File: config.mk
export PLATFORM = sky130hd
export DESIGN_NAME = ksa_pipe_alu
export DESIGN_NICKNAME = d
export VERILOG_FILES = /design/src/rtl/ksa_pkg.sv /design/src/rtl/ksa_prefix_level.sv /design/src/rtl/ksa_pipe_alu.sv
export SDC_FILE = /design/constraint.sdc
export NUM_CORES = 1
export LEC_CHECK = 0
export ABC_AREA = 1
export BUFFER_PORTS_ARGS = -buffer_cell sky130_fd_sc_hd__buf_4
export CAP_MARGIN = 20
export CORE_ASPECT_RATIO = 1.5
export CORE_UTILIZATION = 55
export CTS_BUF_LIST = sky130_fd_sc_hd__clkbuf_2 sky130_fd_sc_hd__clkbuf_4 sky130_fd_sc_hd__clkbuf_8
export DETAILED_ROUTE_END_ITERATION = 10
export PLACE_DENSITY = 0.77
export RECOVER_POWER = 50
export SYNTH_ARGS = -nofsm -noshare
export SYNTH_HDL_FRONTEND = slang
export SYNTH_SLANG_ARGS = --single-unit
File: constraint.sdc
create_clock -name clk -period 1.45 [get_ports clk]
set_clock_uncertainty 0.15 [all_clocks]
set_input_delay 0.0725 -clock clk [delete_from_list [all_inputs] [get_ports clk]]
set_output_delay 0.0725 -clock clk [all_outputs]
set_load 0.01 [all_outputs]
File: src/rtl/ksa_pkg.sv
// Shared types and helpers for the pipelined Kogge-Stone add/subtract unit.
package ksa_pkg;

    typedef enum logic [1:0] {
        OP_ADD = 2'd0,
        OP_SUB = 2'd1,
        OP_ADC = 2'd2,
        OP_SBB = 2'd3
    } ksa_op_t;

    // Cycles from input acceptance to out_valid: the operand stage plus one
    // register per group of PIPE_EVERY prefix levels (the last group's
    // register is the output stage).
    function automatic int ksa_latency(input int width, input int pipe_every);
        int levels;
        levels = $clog2(width);
        return 1 + (levels + pipe_every - 1) / pipe_every;
    endfunction

endpackage

File: src/rtl/ksa_prefix_level.sv
// One combinational Kogge-Stone prefix level with span 2**LEVEL.
module ksa_prefix_level #(
    parameter int WIDTH = 32,
    parameter int LEVEL = 0
) (
    input  logic [WIDTH-1:0] g_i,
    input  logic [WIDTH-1:0] p_i,
    output logic [WIDTH-1:0] g_o,
    output logic [WIDTH-1:0] p_o
);

    localparam int SPAN = 1 << LEVEL;

    genvar gi;
    generate
        for (gi = 0; gi < WIDTH; gi++) begin : gen_bit
            if (gi >= SPAN) begin : gen_comb
                // Merge this bit's group with the group SPAN bits below.
                assign g_o[gi] = g_i[gi] | (p_i[gi] & g_i[gi-SPAN]);
                assign p_o[gi] = p_i[gi] & p_i[gi-SPAN];
            end else begin : gen_pass
                assign g_o[gi] = g_i[gi];
                assign p_o[gi] = p_i[gi];
            end
        end
    endgenerate

endmodule

File: src/rtl/ksa_pipe_alu.sv
// Pipelined Kogge-Stone add/subtract unit with flags and a valid/ready
// handshake at every register stage.
module ksa_pipe_alu
    import ksa_pkg::*;
#(
    parameter int WIDTH      = 32,
    parameter int PIPE_EVERY = 2,
    parameter int TAG_W      = 4
) (
    input  logic             clk,
    input  logic             rst_n,
    input  logic             in_valid,
    output logic             in_ready,
    input  logic [WIDTH-1:0] a,
    input  logic [WIDTH-1:0] b,
    input  logic [1:0]       op,
    input  logic             cin,
    input  logic [TAG_W-1:0] in_tag,
    output logic             out_valid,
    input  logic             out_ready,
    output logic [WIDTH-1:0] sum,
    output logic             cout,
    output logic             overflow,
    output logic             zero,
    output logic             negative,
    output logic [TAG_W-1:0] out_tag
);

    localparam int LOG2W = $clog2(WIDTH);
    // Number of register stages ahead of the output stage.
    localparam int NG    = ksa_latency(WIDTH, PIPE_EVERY) - 1;

    // Operand / prefix stage registers (stage 0 holds the raw P/G).
    logic [NG-1:0]    vld_q, vld_d;
    logic [WIDTH-1:0] po_q  [NG];
    logic [WIDTH-1:0] po_d  [NG];
    logic [WIDTH-1:0] g_q   [NG];
    logic [WIDTH-1:0] g_d   [NG];
    logic [WIDTH-1:0] p_q   [NG];
    logic [WIDTH-1:0] p_d   [NG];
    logic [NG-1:0]    c0_q, c0_d;
    logic [TAG_W-1:0] tag_q [NG];
    logic [TAG_W-1:0] tag_d [NG];

    // Output stage registers.
    logic             ovld_q, ovld_d;
    logic [WIDTH-1:0] sum_q, sum_d;
    logic             cout_q, cout_d;
    logic             ovf_q, ovf_d;
    logic             zero_q, zero_d;
    logic             neg_q, neg_d;
    logic [TAG_W-1:0] otag_q, otag_d;

    // Upstream view of each stage: index s is what feeds stage s,
    // index NG is what feeds the output stage.
    logic [NG:0]      up_vld;
    logic [NG:0]      up_c0;
    logic [WIDTH-1:0] up_po  [NG+1];
    logic [TAG_W-1:0] up_tag [NG+1];
    logic [WIDTH-1:0] stg_g_in [NG];
    logic [WIDTH-1:0] stg_p_in [NG];

    logic [NG:0]      rdy;
    logic             rdy_acc;

    logic [WIDTH-1:0] b_eff;
    logic             c0_in;
    logic [WIDTH-1:0] p_in0;
    logic [WIDTH-1:0] g_in0;

    logic [WIDTH-1:0] fin_g;
    logic [WIDTH-1:0] unused_fin_p;
    logic [WIDTH:0]   fin_c;
    logic [WIDTH-1:0] fin_sum;

    // Effective carry-in for the selected operation.
    always_comb begin
        c0_in = 1'b0;
        case (ksa_op_t'(op))
            OP_ADD:  c0_in = 1'b0;
            OP_SUB:  c0_in = 1'b1;
            OP_ADC:  c0_in = cin;
            OP_SBB:  c0_in = cin;
            default: c0_in = 1'b0;
        endcase
    end

    // Bit 0 generate absorbs the carry-in so the prefix tree yields true carries.
    assign b_eff = op[0] ? ~b : b;
    assign p_in0 = a ^ b_eff;
    assign g_in0 = (a & b_eff) | {{(WIDTH-1){1'b0}}, p_in0[0] & c0_in};

    assign up_vld      = {vld_q, in_valid};
    assign up_c0       = {c0_q, c0_in};
    assign up_po[0]    = p_in0;
    assign up_tag[0]   = in_tag;
    assign stg_g_in[0] = g_in0;
    assign stg_p_in[0] = p_in0;

    genvar gi;
    generate
        for (gi = 0; gi < NG; gi++) begin : gen_up
            assign up_po[gi+1]  = po_q[gi];
            assign up_tag[gi+1] = tag_q[gi];
        end

        for (gi = 0; gi < LOG2W; gi++) begin : gen_lvl
            logic [WIDTH-1:0] lg_i, lp_i, lg_o, lp_o;
            if (gi % PIPE_EVERY == 0) begin : gen_src_reg
                assign lg_i = g_q[gi / PIPE_EVERY];
                assign lp_i = p_q[gi / PIPE_EVERY];
            end else begin : gen_src_lvl
                assign lg_i = gen_lvl[gi-1].lg_o;
                assign lp_i = gen_lvl[gi-1].lp_o;
            end
            ksa_prefix_level #(
                .WIDTH (WIDTH),
                .LEVEL (gi)
            ) u_level (
                .g_i (lg_i),
                .p_i (lp_i),
                .g_o (lg_o),
                .p_o (lp_o)
            );
        end

        for (gi = 1; gi < NG; gi++) begin : gen_stg_in
            assign stg_g_in[gi] = gen_lvl[gi*PIPE_EVERY-1].lg_o;
            assign stg_p_in[gi] = gen_lvl[gi*PIPE_EVERY-1].lp_o;
        end
    endgenerate

    // The group propagate of the last level has no consumer.
    assign fin_g        = gen_lvl[LOG2W-1].lg_o;
    assign unused_fin_p = gen_lvl[LOG2W-1].lp_o;
    assign fin_c        = {fin_g, up_c0[NG]};
    assign fin_sum      = up_po[NG] ^ fin_c[WIDTH-1:0];

    // Ready chain, flattened: a stage is ready if it or any stage after it
    // is empty, or the consumer takes the result.
    always_comb begin
        rdy     = '0;
        rdy_acc = out_ready | ~ovld_q;
        rdy[NG] = rdy_acc;
        for (int s = NG - 1; s >= 0; s--) begin
            rdy_acc = rdy_acc | ~vld_q[s];
            rdy[s]  = rdy_acc;
        end
    end

    // Stage next-state: load on transfer, otherwise hold.
    always_comb begin
        vld_d = vld_q;
        c0_d  = c0_q;
        for (int s = 0; s < NG; s++) begin
            po_d[s]  = po_q[s];
            g_d[s]   = g_q[s];
            p_d[s]   = p_q[s];
            tag_d[s] = tag_q[s];
            if (rdy[s]) begin
                vld_d[s] = up_vld[s];
            end
            if (rdy[s] && up_vld[s]) begin
                po_d[s]  = up_po[s];
                g_d[s]   = stg_g_in[s];
                p_d[s]   = stg_p_in[s];
                c0_d[s]  = up_c0[s];
                tag_d[s] = up_tag[s];
            end
        end
    end

    // Output stage next-state: sum, flags and tag captured on transfer.
    always_comb begin
        ovld_d = ovld_q;
        sum_d  = sum_q;
        cout_d = cout_q;
        ovf_d  = ovf_q;
        zero_d = zero_q;
        neg_d  = neg_q;
        otag_d = otag_q;
        if (rdy[NG]) begin
            ovld_d = up_vld[NG];
        end
        if (rdy[NG] && up_vld[NG]) begin
            sum_d  = fin_sum;
            cout_d = fin_c[WIDTH];
            ovf_d  = fin_c[WIDTH] ^ fin_c[WIDTH-1];
            zero_d = ~|fin_sum;
            neg_d  = fin_sum[WIDTH-1];
            otag_d = up_tag[NG];
        end
    end

    // State registers; reset empties the pipeline and clears the outputs.
    always_ff @(posedge clk) begin
        if (!rst_n) begin
            vld_q  <= '0;
            c0_q   <= '0;
            for (int s = 0; s < NG; s++) begin
                po_q[s]  <= '0;
                g_q[s]   <= '0;
                p_q[s]   <= '0;
                tag_q[s] <= '0;
            end
            ovld_q <= 1'b0;
            sum_q  <= '0;
            cout_q <= 1'b0;
            ovf_q  <= 1'b0;
            zero_q <= 1'b0;
            neg_q  <= 1'b0;
            otag_q <= '0;
        end else begin
            vld_q  <= vld_d;
            c0_q   <= c0_d;
            for (int s = 0; s < NG; s++) begin
                po_q[s]  <= po_d[s];
                g_q[s]   <= g_d[s];
                p_q[s]   <= p_d[s];
                tag_q[s] <= tag_d[s];
            end
            ovld_q <= ovld_d;
            sum_q  <= sum_d;
            cout_q <= cout_d;
            ovf_q  <= ovf_d;
            zero_q <= zero_d;
            neg_q  <= neg_d;
            otag_q <= otag_d;
        end
    end

    assign in_ready  = rdy[0];
    assign out_valid = ovld_q;
    assign sum       = sum_q;
    assign cout      = cout_q;
    assign overflow  = ovf_q;
    assign zero      = zero_q;
    assign negative  = neg_q;
    assign out_tag   = otag_q;

endmodule

==> metrics.md, run 1 <==
| Metric | Value |
|---|---|
| Proportion of synthesized chip area in sequential cells | `a little under half` |
| Yosys Warn Count | `0` |
| I/O Buffers | `116` |
| Type of pin the worst path ends at | `register input` |
| Syn_nets | `1765` |
| Yosys top cell area share | `47.47%` |
| Post-synth cell types | `30` |
| Status | `did not finish` |
| CTS sink count | `about 300` |
| Cell type with the largest total area after synthesis | `dfxtp_1` |
| Die height | `185.9 um` |
| Top_reg_cell synth | `dfxtp_1` |
| Remaining global-route overflow | `5` |
| DP Worst Slack | `-0.2045 ns` |
| # H-tree levels | `2` |
| GRT Util Overall | `66.51%` |
| Mean cell area of the mapped netlist | `7.478 um^2` |
| Num CTS Buffers | `43` |
| Synth Register Bits | `slightly below 300` |
| Failed at | `5_1_grt` |
| Post-Syn Area | `12400 um^2` |
| Number of synthesized flops with an enable pin | `0` |
| GP Congestion | `0.8869` |
| Die W | `between 100 and 150 um` |
| Root Driver | `clkbuf_8` |
| I/O pin count | `about 120` |
| Initial Utilization | `56.66%` |
| Final HPWL from detailed placement | `23.36 mm` |
| Run Error | `[ERROR GRT-0232] Routing congestion too high. Check the congestion heatmap in the GUI.` |
| Largest net degree at the start of global routing | `around 110` |
| Share of synthesized registers carrying an async set or reset | `0%` |
| # rows | `66` |
| Last worst endpoint in the global-route repair_timing | `po_q[0][27]$_SDFFE_PN0P_/D` |
| Ranking of synthesized cells by area | `dfxtp_1 (47%), o21ai_0 (10%), nor2_1 (9.1%)` |
| Clock Path Buffers | `3` |
| DP Area | `roughly 14000 um^2` |
| Post-Synthesis Cells | `approximately 1700` |
==> routing by layer <==
layer	global-route usage (%)	GRT overflow
met1	62.31	0
met2	90.81	4
met3	45.62	0
met5	11.98	0
met4	71.76	1
==> through the flow <==
step / utilization, % / cells
3_3_place_gp: 65.40 / 2073
4_1_cts: 83.89 / 2301
3_5_place_dp: 65.40 / 2073
2_1_floorplan: - / 1658
==> synthesized netlist by cell type, drive strengths merged, types with 24 or more instances <==
master,count
xor2,37
inv,108
o21ai,262
nor2,303
buf,37
a31oi,24
nand3,28
dfxtp,294
ha,32
a21oi,185
nand2,231
clkbuf,61
==> logic make-up after synthesis <==
family / share of synthesized area (%)
buffers and inverters: 7.034
AOI/OAI and AO/OA: 20.30
adders and majority gates: 3.229
and+or+nand+nor: 18.90
muxes: 0.09082
xor gates and xnor gates: 2.967
DFF: 47.47
==> repair_timing <==
item / CTS
buffers inserted: 29
endpoints found under the setup margin: 245
hold endpoints to repair: 204
cloned: 34
resized for setup: 390
pin swaps: 53
hold buffers: 93
==> run 2: changes to the inputs <==
Settings changed: CORE_ASPECT_RATIO 1.5 to unset, CORE_UTILIZATION 55 to 40, CTS_BUF_LIST sky130_fd_sc_hd__clkbuf_2 sky130_fd_sc_hd__clkbuf_4 sky130_fd_sc_hd__clkbuf_8 to unset, PLACE_DENSITY 0.77 to unset, PLACE_DENSITY_LB_ADDON set to 0.15.
Clock period 1.45 ns to 1.9 ns, I/O delays scaled along.
==> run 2 against run 1 <==
The flow now finishes without violations. Synthesized area unchanged. Synthesized cell count unchanged.
==> metrics.md, run 2 <==
| Metric | Value |
|---|---|
| Root Driver | `clkbuf_16` |
| Status | `complete, no violations` |
| I/O Buffers | `roughly 120` |
| Post-Syn Area | `12400 um^2` |
| Initial antenna violation count | `0` |
| Routed WL | `34.25 mm` |
| Total Die Area | `31700 um^2` |
| Register area | `5887 um^2` |
| Count leader, synth | `nor2_1` |
| Startpoint types | `register` |
| Core ar. | `30510 um^2` |
| CTS tree | `yes` |
| Rel. slew slack | `61.39%` |
| DP Worst Slack | `0.1273 ns` |
| Finished Cell Area | `15850 um^2` |
| Largest net degree at the start of global routing | `106` |
| Worst-Skew Late Latency | `0.56 ns` |
| Yosys top cell area share | `47.47%` |
| Slowest cell on the critical path | `dfxtp_2` |
| Final Cycle Share | `95.68%` |
| First-pass DRT Iterations | `7` |
| Number of synthesized flops with an enable pin | `0` |
| Post-route DRC | `0` |
| Via count | `between 10000 and 15000` |
| Critical-path cell list | `inv_1, nor2_4, nand3_4, nor2_4, inv_1, buf_4` |
| Die W | `178.1 um` |
| GRT Util Overall | `21.85%` |
| Clock Path Buffers | `3` |
| Vias per cell | `5.019` |
| FMAX | `~550 MHz` |
| Share of synthesized registers carrying an async set or reset | `0%` |
| Synth Register Bits | `294` |
| Leakage | `0.006495 uW` |
| Top_reg_cell synth | `dfxtp_1` |
| Proportion of synthesized chip area in sequential cells | `between 40 and 50%` |
| Crit-path max cell delay | `0.33 ns` |
| Slew Viols, Final | `0` |
| Share of layout cells above drive strength 1 | `a little under an eighth` |
| Critical path required time | `1.65 ns` |
| I/O pin count | `117` |
| Ranking of synthesized cells by area | `dfxtp_1 (47%), o21ai_0 (10%), nor2_1 (9.1%)` |
| Total inserted antenna cells | `0` |
| CP endpoint kind | `output pin` |
| Yosys Warn Count | `0` |
| GP Congestion | `0.8208` |
| Worst-Margin Slew | `around 0.57 ns` |
| CP max FO | `4` |
| Critical path's top delay family | `simple AND/OR/NAND/NOR gates` |
| Kind of critical path | `register to output pin` |
| First-pass GRT wire length | `55.21 mm` |
| Die height | `178.1 um` |
| Top cells by instance count after synthesis | `nor2_1 (300), dfxtp_1 (294), o21ai_0 (259)` |
| Power per standard cell area | `933.6 nW/um^2` |
| Remaining global-route overflow | `0` |
| Initial Utilization | `40.64%` |
| Avg WL per Cell | `approximately 15 um` |
| DP Area | `13680 um^2` |
| Worst min-delay path class | `primary input to register` |
| Nets@finish | `approximately 2000` |
| Hold Vio Cnt, Final | `0` |
| Worst Path Arrival | `roughly 1.6 ns` |
| Area Growth Syn to Fin | `27.80%` |
| Worst-path clk slew | `approximately 0.060 ns` |
| Num CTS Buffers | `31` |
| # rows | `64` |
| Final setup violation count | `0` |
| Post-Synthesis Cells | `1658` |
| Filler cells | `a little under 3000` |
| ANT nets after route | `0` |
| Non-Filler Instances | `about 2300` |
| Placed instance count | `2102` |
| Largest registers | `g_q x96, po_q x96, p_q x44` |
| Commonest non-fill, non-tap cell in the layout | `nor2_1` |
| Area occupied by multi-input gates | `roughly 5700 um^2` |
| # Max-Cap Violations | `0` |
| # H-tree levels | `1` |
| Detailed Route Iter0 Violations | `848` |
| Post-synth cell types | `30` |
| Syn_nets | `1765` |
| Total Power | `14790 uW` |
| Fin worst setup slack | `roughly 0.082 ns` |
| Mean cell area of the mapped netlist | `7.478 um^2` |
| Cell type with the largest total area after synthesis | `dfxtp_1` |
| Final Critical Period | `~1.8 ns` |
| CTS sink count | `roughly 300` |
| Final HPWL from detailed placement | `roughly 24 mm` |
| Worst vdd ir | `701.0 uV` |
| Most frequent cells in the layout | `nor2_1 (299), dfxtp_1 (293), o21ai_0 (257), nand2_1 (229), a21oi_1 (185)` |
| Buf+Inv Stages, Crit Path | `3` |
| Vias in the first global route | `~10000` |
[run 2: routing by layer]
| metal | vias to the layer above | GRT usage, % | wire (um) |
|---|---|---|---|
| met4 | 0 | 4.558 | 493 |
| met5 | - | 0 | 0 |
| met2 | 266 | 32.60 | 14670 |
| met3 | 37 | 2.131 | 1522 |
| met1 | 5212 | 33.66 | 17560 |
| li1 | 5863 | - | - |
[run 2: area by class of cell]
type / count / share of cell area, %
clock buffer: 42 / 5.409
clock inverter: 15 / 1.374
timing repair buffer: 254 / 14.51
inverter: 110 / 2.606
sequential: 294 / 37.15
tap: 396 / 3.127
multi-input combinational: 1156 / 35.82
[run 2: metrics by stage]
stage / utilization [%] / setup TNS (ns) / hold WS, ns
2_1_floorplan: - / 0 / 0.07990
3_3_place_gp: 44.83 / 0 / 0.1707
3_5_place_dp: 44.83 / 0 / 0.1732
4_1_cts: 51.88 / 0 / 0.1431
5_1_grt: 51.94 / -0.001884 / 0.1787
6_report: 51.94 / 0 / 0.1537
[run 2: path summary, 6_finish.rpt]
check / startpoint / endpoint / slack, ns / cells after the start
setup / recovery: out_valid / in_ready / 0.08 / 6
hold / removal: in_tag[1] / tag_q[0][1] / 0.15 / 4
setup reg to reg: out_valid / vld_q[0] / 0.12 / 7
hold reg to reg: c0_q[2] / c0_q[2] / 0.31 / 2
[run 2: what timing repair did]
action                                 4_1_cts  5_1_grt
resized for setup                            1        4
hold buffers                               107        0
pin swaps                                    0        2
setup buffers                                0        1
setup endpoints to repair                    1       25
endpoints found under the hold margin      152        0
gates cloned                                 0        0
[run 2: logic make-up after synthesis]
| logic type | Yosys count | share of synthesized area (%) |
|---|---|---|
| AND/OR/NAND/NOR | 593 | 18.90 |
| AO/OA/AOI/OAI | 488 | 20.30 |
| flip-flops | 294 | 47.47 |
| buffers and inverters | 208 | 7.034 |
| XOR/XNOR | 42 | 2.967 |
| adder cells (fa/ha/maj) | 32 | 3.229 |
| multiplexers | 1 | 0.09082 |
[run 2: where the power goes]
| group | switching (uW) | internal (uW) | leakage [uW] |
|---|---|---|---|
| Clock | 2480 | 3840 | 0.000529 |
| Combinational | 915 | 796 | 0.00356 |
| Sequential | 271 | 6490 | 0.00241 |
| Total | 3670 | 11100 | 0.00650 |
[run 2: worst register-to-register path: cells and delay by family (launching register included)]
kind                   cells  cell delay, ns
flip-flops                 1            0.33
AND/OR/NAND/NOR            3            0.42
AO/OA/AOI/OAI              1            0.12
buffers and inverters      3            0.71
(Power assumes the default switching activity.)
==> run 3: changes to the inputs <==
Clock period 1.9 ns to 2.4 ns, I/O delays scaled along.
==> run 3 against run 2 <==
Clock-buffer cell count increased by 9. Highest routed layer unchanged. Worst setup slack gained 0.083 ns. Sequential power decreased by 21%. Hold slack got worse by 0.12 ns. First-iteration DRC count shrank 6.6%. Wire length grew 1.6%. Non-clock buffer count is 15 lower. Critical endpoint is now g_q[0][0]. Largest power group unchanged. Register-to-register slack better by 0.05 ns.
==> metrics.md, run 3 (synthesized netlist as in run 2, its figures left out) <==
| Metric | Value |
|---|---|
| I/O Buffers | `around 120` |
| Core ar. | `around 31000 um^2` |
| Worst vdd ir | `roughly 710 uV` |
| Root Driver | `clkbuf_16` |
| Startpoint types | `register` |
| Total inserted antenna cells | `0` |
| Total Die Area | `31700 um^2` |
| Largest registers | `g_q x96, po_q x96, p_q x44` |
| First-pass GRT wire length | `around 55 mm` |
| Nets@finish | `1938` |
| Largest net degree at the start of global routing | `89` |
| Critical path required time | `2.74 ns` |
| Finished Cell Area | `15410 um^2` |
| Slew Viols, Final | `0` |
| Worst Path Arrival | `2.58 ns` |
| GP Congestion | `0.8328` |
| Kind of critical path | `register to register` |
| Die height | `178.1 um` |
| First-pass DRT Iterations | `5` |
| Area occupied by multi-input gates | `5658 um^2` |
| Routed WL | `34.81 mm` |
| Die W | `178.1 um` |
| Via count | `11257` |
| Initial antenna violation count | `0` |
| RSZ-0062 raised after global routing | `no` |
| Worst-Skew Late Latency | `about 0.55 ns` |
| Power per standard cell area | `728.9 nW/um^2` |
| ANT nets after route | `0` |
| Setup TNS | `0 ns` |
| DP Worst Slack | `0.6180 ns` |
| Area Growth Syn to Fin | `24.28%` |
| Fin worst setup slack | `0.1650 ns` |
| Total Power | `11230 uW` |
| Remaining global-route overflow | `0` |
| Post-route DRC | `0` |
| Final Cycle Share | `93.12%` |
| Commonest non-fill, non-tap cell in the layout | `nor2_1` |
| Share of layout cells above drive strength 1 | `8.091%` |
| I/O pin count | `117` |
| # Max-Cap Violations | `0` |
| DP Area | `13540 um^2` |
| Worst min-delay path class | `primary input to register` |
| Worst-path clk slew | `0.06 ns` |
| Final Critical Period | `2.235 ns` |
| Most frequent cells in the layout | `nor2_1 (299), dfxtp_1 (294), o21ai_0 (259), nand2_1 (231), a21oi_1 (185)` |
| Leakage | `0.006191 uW` |
| Finished Core Util | `50.50%` |
| Status | `complete, no violations` |
| FMAX | `447.4 MHz` |
| Vias per cell | `5.003` |
| Worst-Margin Slew | `around 0.92 ns` |
| Post-CTS Setup Inserts | `0` |
| GRT Util Overall | `between 20 and 25%` |
| CP max FO | `19` |
| # H-tree levels | `1` |
| CTS tree | `yes` |
| Vias in the first global route | `around 10000` |
| Initial Utilization | `40.64%` |
| Hold Vio Cnt, Final | `0` |
| Clock Path Buffers | `3` |
| CP endpoint kind | `register` |
| Register area | `5886 um^2` |
| Rel. slew slack | `about two fifths` |
| Detailed Route Iter0 Violations | `~800` |
| Filler cells | `3073` |
| CTS sink count | `294` |
| Avg WL per Cell | `around 15 um` |
| # rows | `64` |
| Final HPWL from detailed placement | `23.67 mm` |
| Final setup violation count | `0` |
| Num CTS Buffers | `30` |
==> run 3: critical path, cell delays in order (launching register included) <==
cell	delay, ns
dfxtp_1	0.32
inv_1	0.06
nor2_4	0.15
nand3_2	0.14
nor2_4	0.14
nor2_4	0.05
inv_2	0.17
buf_16	0.19
nand2_1	0.07
a31oi_1	0.15
dlygate4sd3_1	0.56
==> run 3: path summary, 6_finish.rpt <==
| path | slack (ns) | startpoint | cells after the start | end |
|---|---|---|---|---|
| hold / removal | 0.03 | b[28] | 5 | po_q[0][28] |
| setup reg to reg | 0.17 | out_valid | 10 | g_q[0][0] |
| setup / recovery | 0.17 | out_valid | 10 | g_q[0][0] |
| hold reg to reg | 0.31 | po_q[0][64] | 2 | po_q[0][64] |
==> run 3: final cells by class <==
class	instances	share of cell area (%)
sequential	294	38.20
multi-input combinational	1156	36.72
timing repair buffer	239	12.87
clock buffer	51	6.171
tap	396	3.216
inverter	110	2.680
clock inverter	4	0.1462
==> run 3: metrics by stage <==
| stage | hold WS (ns) | std cells |
|---|---|---|
| floorplan | 0.1049 | 1658 |
| global placement | 0.1984 | 2088 |
| detailed placement | 0.1985 | 2088 |
| CTS | 0.009825 | 2248 |
| global route | 0.08300 | 2250 |
| finish | 0.03439 | 2250 |
==> run 3: timing repair <==
item | 4_1_cts | 5_1_grt
endpoints found under the setup margin | 0 | 1
hold endpoints to repair | 112 | 0
gates resized for setup | 0 | 3
hold buffers | 105 | 0
==> run 3: report_power, final <==
group	switching, uW	total (uW)	internal (uW)
Combinational	718	1300	586
Clock	1900	4570	2670
Sequential	221	5360	5140
Total	2840	11200	8390
==> run 3: routing by layer <==
metal  GRT usage (%)  wire length, um
met1           32.89            17550
met2           32.93            15150
met3           2.366             1555
met4           4.736              555
met5               0                0
==> run 4: changes to the inputs <==
Settings changed: HOLD_SLACK_MARGIN set to 0.1.
==> run 4 against run 3 <==
Maximum frequency grew 2.5%. Sequential share of layout area shrank 0.093 points. Wire length grew 0.60%. Hold slack gained 0.15 ns. Die area is the same. Non-clock buffer count grew 2. Core utilization grew 0.12 points. Final area grew 0.24%. Critical endpoint unchanged.
==> metrics.md, run 4 (synthesized netlist as in run 2, its figures left out) <==
| Metric | Value |
|---|---|
| Status | `complete, no violations` |
| Total Die Area | `31700 um^2` |
| Post-CTS Setup Inserts | `0` |
| Power per standard cell area | `728.2 nW/um^2` |
| GRT Util Overall | `21.84%` |
| Crit-path max cell delay | `0.56 ns` |
| Nets@finish | `1940` |
| Leakage | `about 0.0062 uW` |
| First-pass DRT Iterations | `5` |
| Vias per cell | `5.006` |
| Setup TNS | `0 ns` |
| Startpoint types | `register` |
| I/O pin count | `117` |
| Total inserted antenna cells | `0` |
| Via count | `11274` |
| Worst Path Arrival | `2.53 ns` |
| Largest registers | `g_q x96, po_q x96, p_q x44` |
| RSZ-0062 raised after global routing | `no` |
| Final Critical Period | `2.180 ns` |
| Worst-Skew Late Latency | `0.56 ns` |
| Hold slack | `0.1815 ns` |
| Initial antenna violation count | `0` |
| Hold Vio Cnt, Final | `0` |
| Num CTS Buffers | `30` |
| Clock Path Buffers | `3` |
| Kind of critical path | `register to register` |
| Critical-path cell list | `inv_1, nor2_4, nand3_2, nor2_4, nor2_4, buf_6, nand2_1, a31oi_1, dlygate4sd3_1` |
| Final Cycle Share | `roughly nine tenths` |
| Root Driver | `clkbuf_16` |
| Most common cell on crit path | `nor2_4` |
| CTS tree | `yes` |
| Share of layout cells above drive strength 1 | `around 8.1%` |
| Slew Viols, Final | `0` |
| First-pass GRT wire length | `between 50 and 60 mm` |
| Worst min-delay path class | `primary input to register` |
| Worst vdd ir | `716.8 uV` |
| FMAX | `458.7 MHz` |
| Area Growth Syn to Fin | `24.58%` |
| I/O Buffers | `116` |
| Finished Cell Area | `15450 um^2` |
| Post-route DRC | `0` |
| Initial Utilization | `40.64%` |
| DP Area | `13540 um^2` |
| Rel. slew slack | `45.07%` |
| Largest net degree at the start of global routing | `89` |
| Final setup violation count | `0` |
| CP endpoint kind | `register` |
| Most frequent cells in the layout | `nor2_1 (299), dfxtp_1 (294), o21ai_0 (259), nand2_1 (231), a21oi_1 (185)` |
| Core ar. | `30510 um^2` |
| Worst-Margin Slew | `between 0.8 and 0.9 ns` |
| Avg WL per Cell | `15.55 um` |
| Critical path required time | `approximately 2.8 ns` |
| Routed WL | `approximately 35 mm` |
| CTS sink count | `294` |
| Placed instance count | `2088` |
| Non-Filler Instances | `between 2000 and 2500` |
| Final HPWL from detailed placement | `23.67 mm` |
| ANT nets after route | `0` |
| Slowest cell on the critical path | `dlygate4sd3_1` |
| Die height | `178.1 um` |
| Worst-path clk slew | `roughly 0.06 ns` |
| # rows | `64` |
| Detailed Route Iter0 Violations | `786` |
| CP max FO | `64` |
| Commonest non-fill, non-tap cell in the layout | `nor2_1` |
| Die W | `178.1 um` |
| Remaining global-route overflow | `0` |
| GP Congestion | `0.8328` |
| # H-tree levels | `1` |
| # Max-Cap Violations | `0` |
| Vias in the first global route | `10434` |
## run 4: changes by cell type in the layout (fill, tap and decap cells not counted), sizes merged
cell         delta
dlygate4sd3     +2
## run 4: final cells by class
type                    instances  area, um^2
clock buffers                  51       950.9
clock inverters                 4       22.52
fillers                      3072       15060
inverters                     110       415.4
multi-input cells            1156        5658
flip-flops and latches        294        5886
well taps                     396       495.5
repair buffers                241        2018
## run 4: path summary, 6_finish.rpt
kind / start / endpoint / slack (ns) / cells after the start
max: out_valid / g_q[0][0] / 0.22 / 9
max reg2reg: out_valid / g_q[0][0] / 0.22 / 9
min reg2reg: po_q[0][64] / po_q[0][64] / 0.31 / 2
min: in_tag[2] / tag_q[0][2] / 0.18 / 4
## run 4: what timing repair did
item                                   CTS  global route
endpoints found under the hold margin  156             0
resized for setup                        0             4
setup endpoints to repair                0             1
hold buffers                           107             0
## run 4: stage by stage
stage / setup WS (ns) / total power, uW / util (%)
after global routing: 0.08255 / 11730 / 50.63
after detailed placement: 0.6180 / 6574 / 44.37
final: 0.2199 / 11250 / 50.63
after floorplan: 0.8220 / 6129 / -
after CTS: 0.1061 / 11310 / 51.07
after global placement: 0.6140 / 6565 / 44.37
## run 4: critical path: cells and delay by family (launching register included)
kind | cells | cell delay, ns
buf+inv | 3 | 0.98
flops | 1 | 0.31
compound gates | 1 | 0.17
simple gates | 5 | 0.46
## run 4: report_power, final
part	total [uW]	internal, uW	switching [uW]
Sequential	5360	5140	222
Clock	4580	2670	1910
Combinational	1310	590	719
## run 4: per-layer routing
| metal | track usage (%) | share of wire (%) | wire, um |
|---|---|---|---|
| met5 | 0 | 0 | 0 |
| met2 | 33.17 | 44 | 15360 |
| met1 | 32.91 | 50 | 17580 |
| met3 | 2.408 | 4.3 | 1495 |
| met4 | 4.736 | 1.7 | 585 |
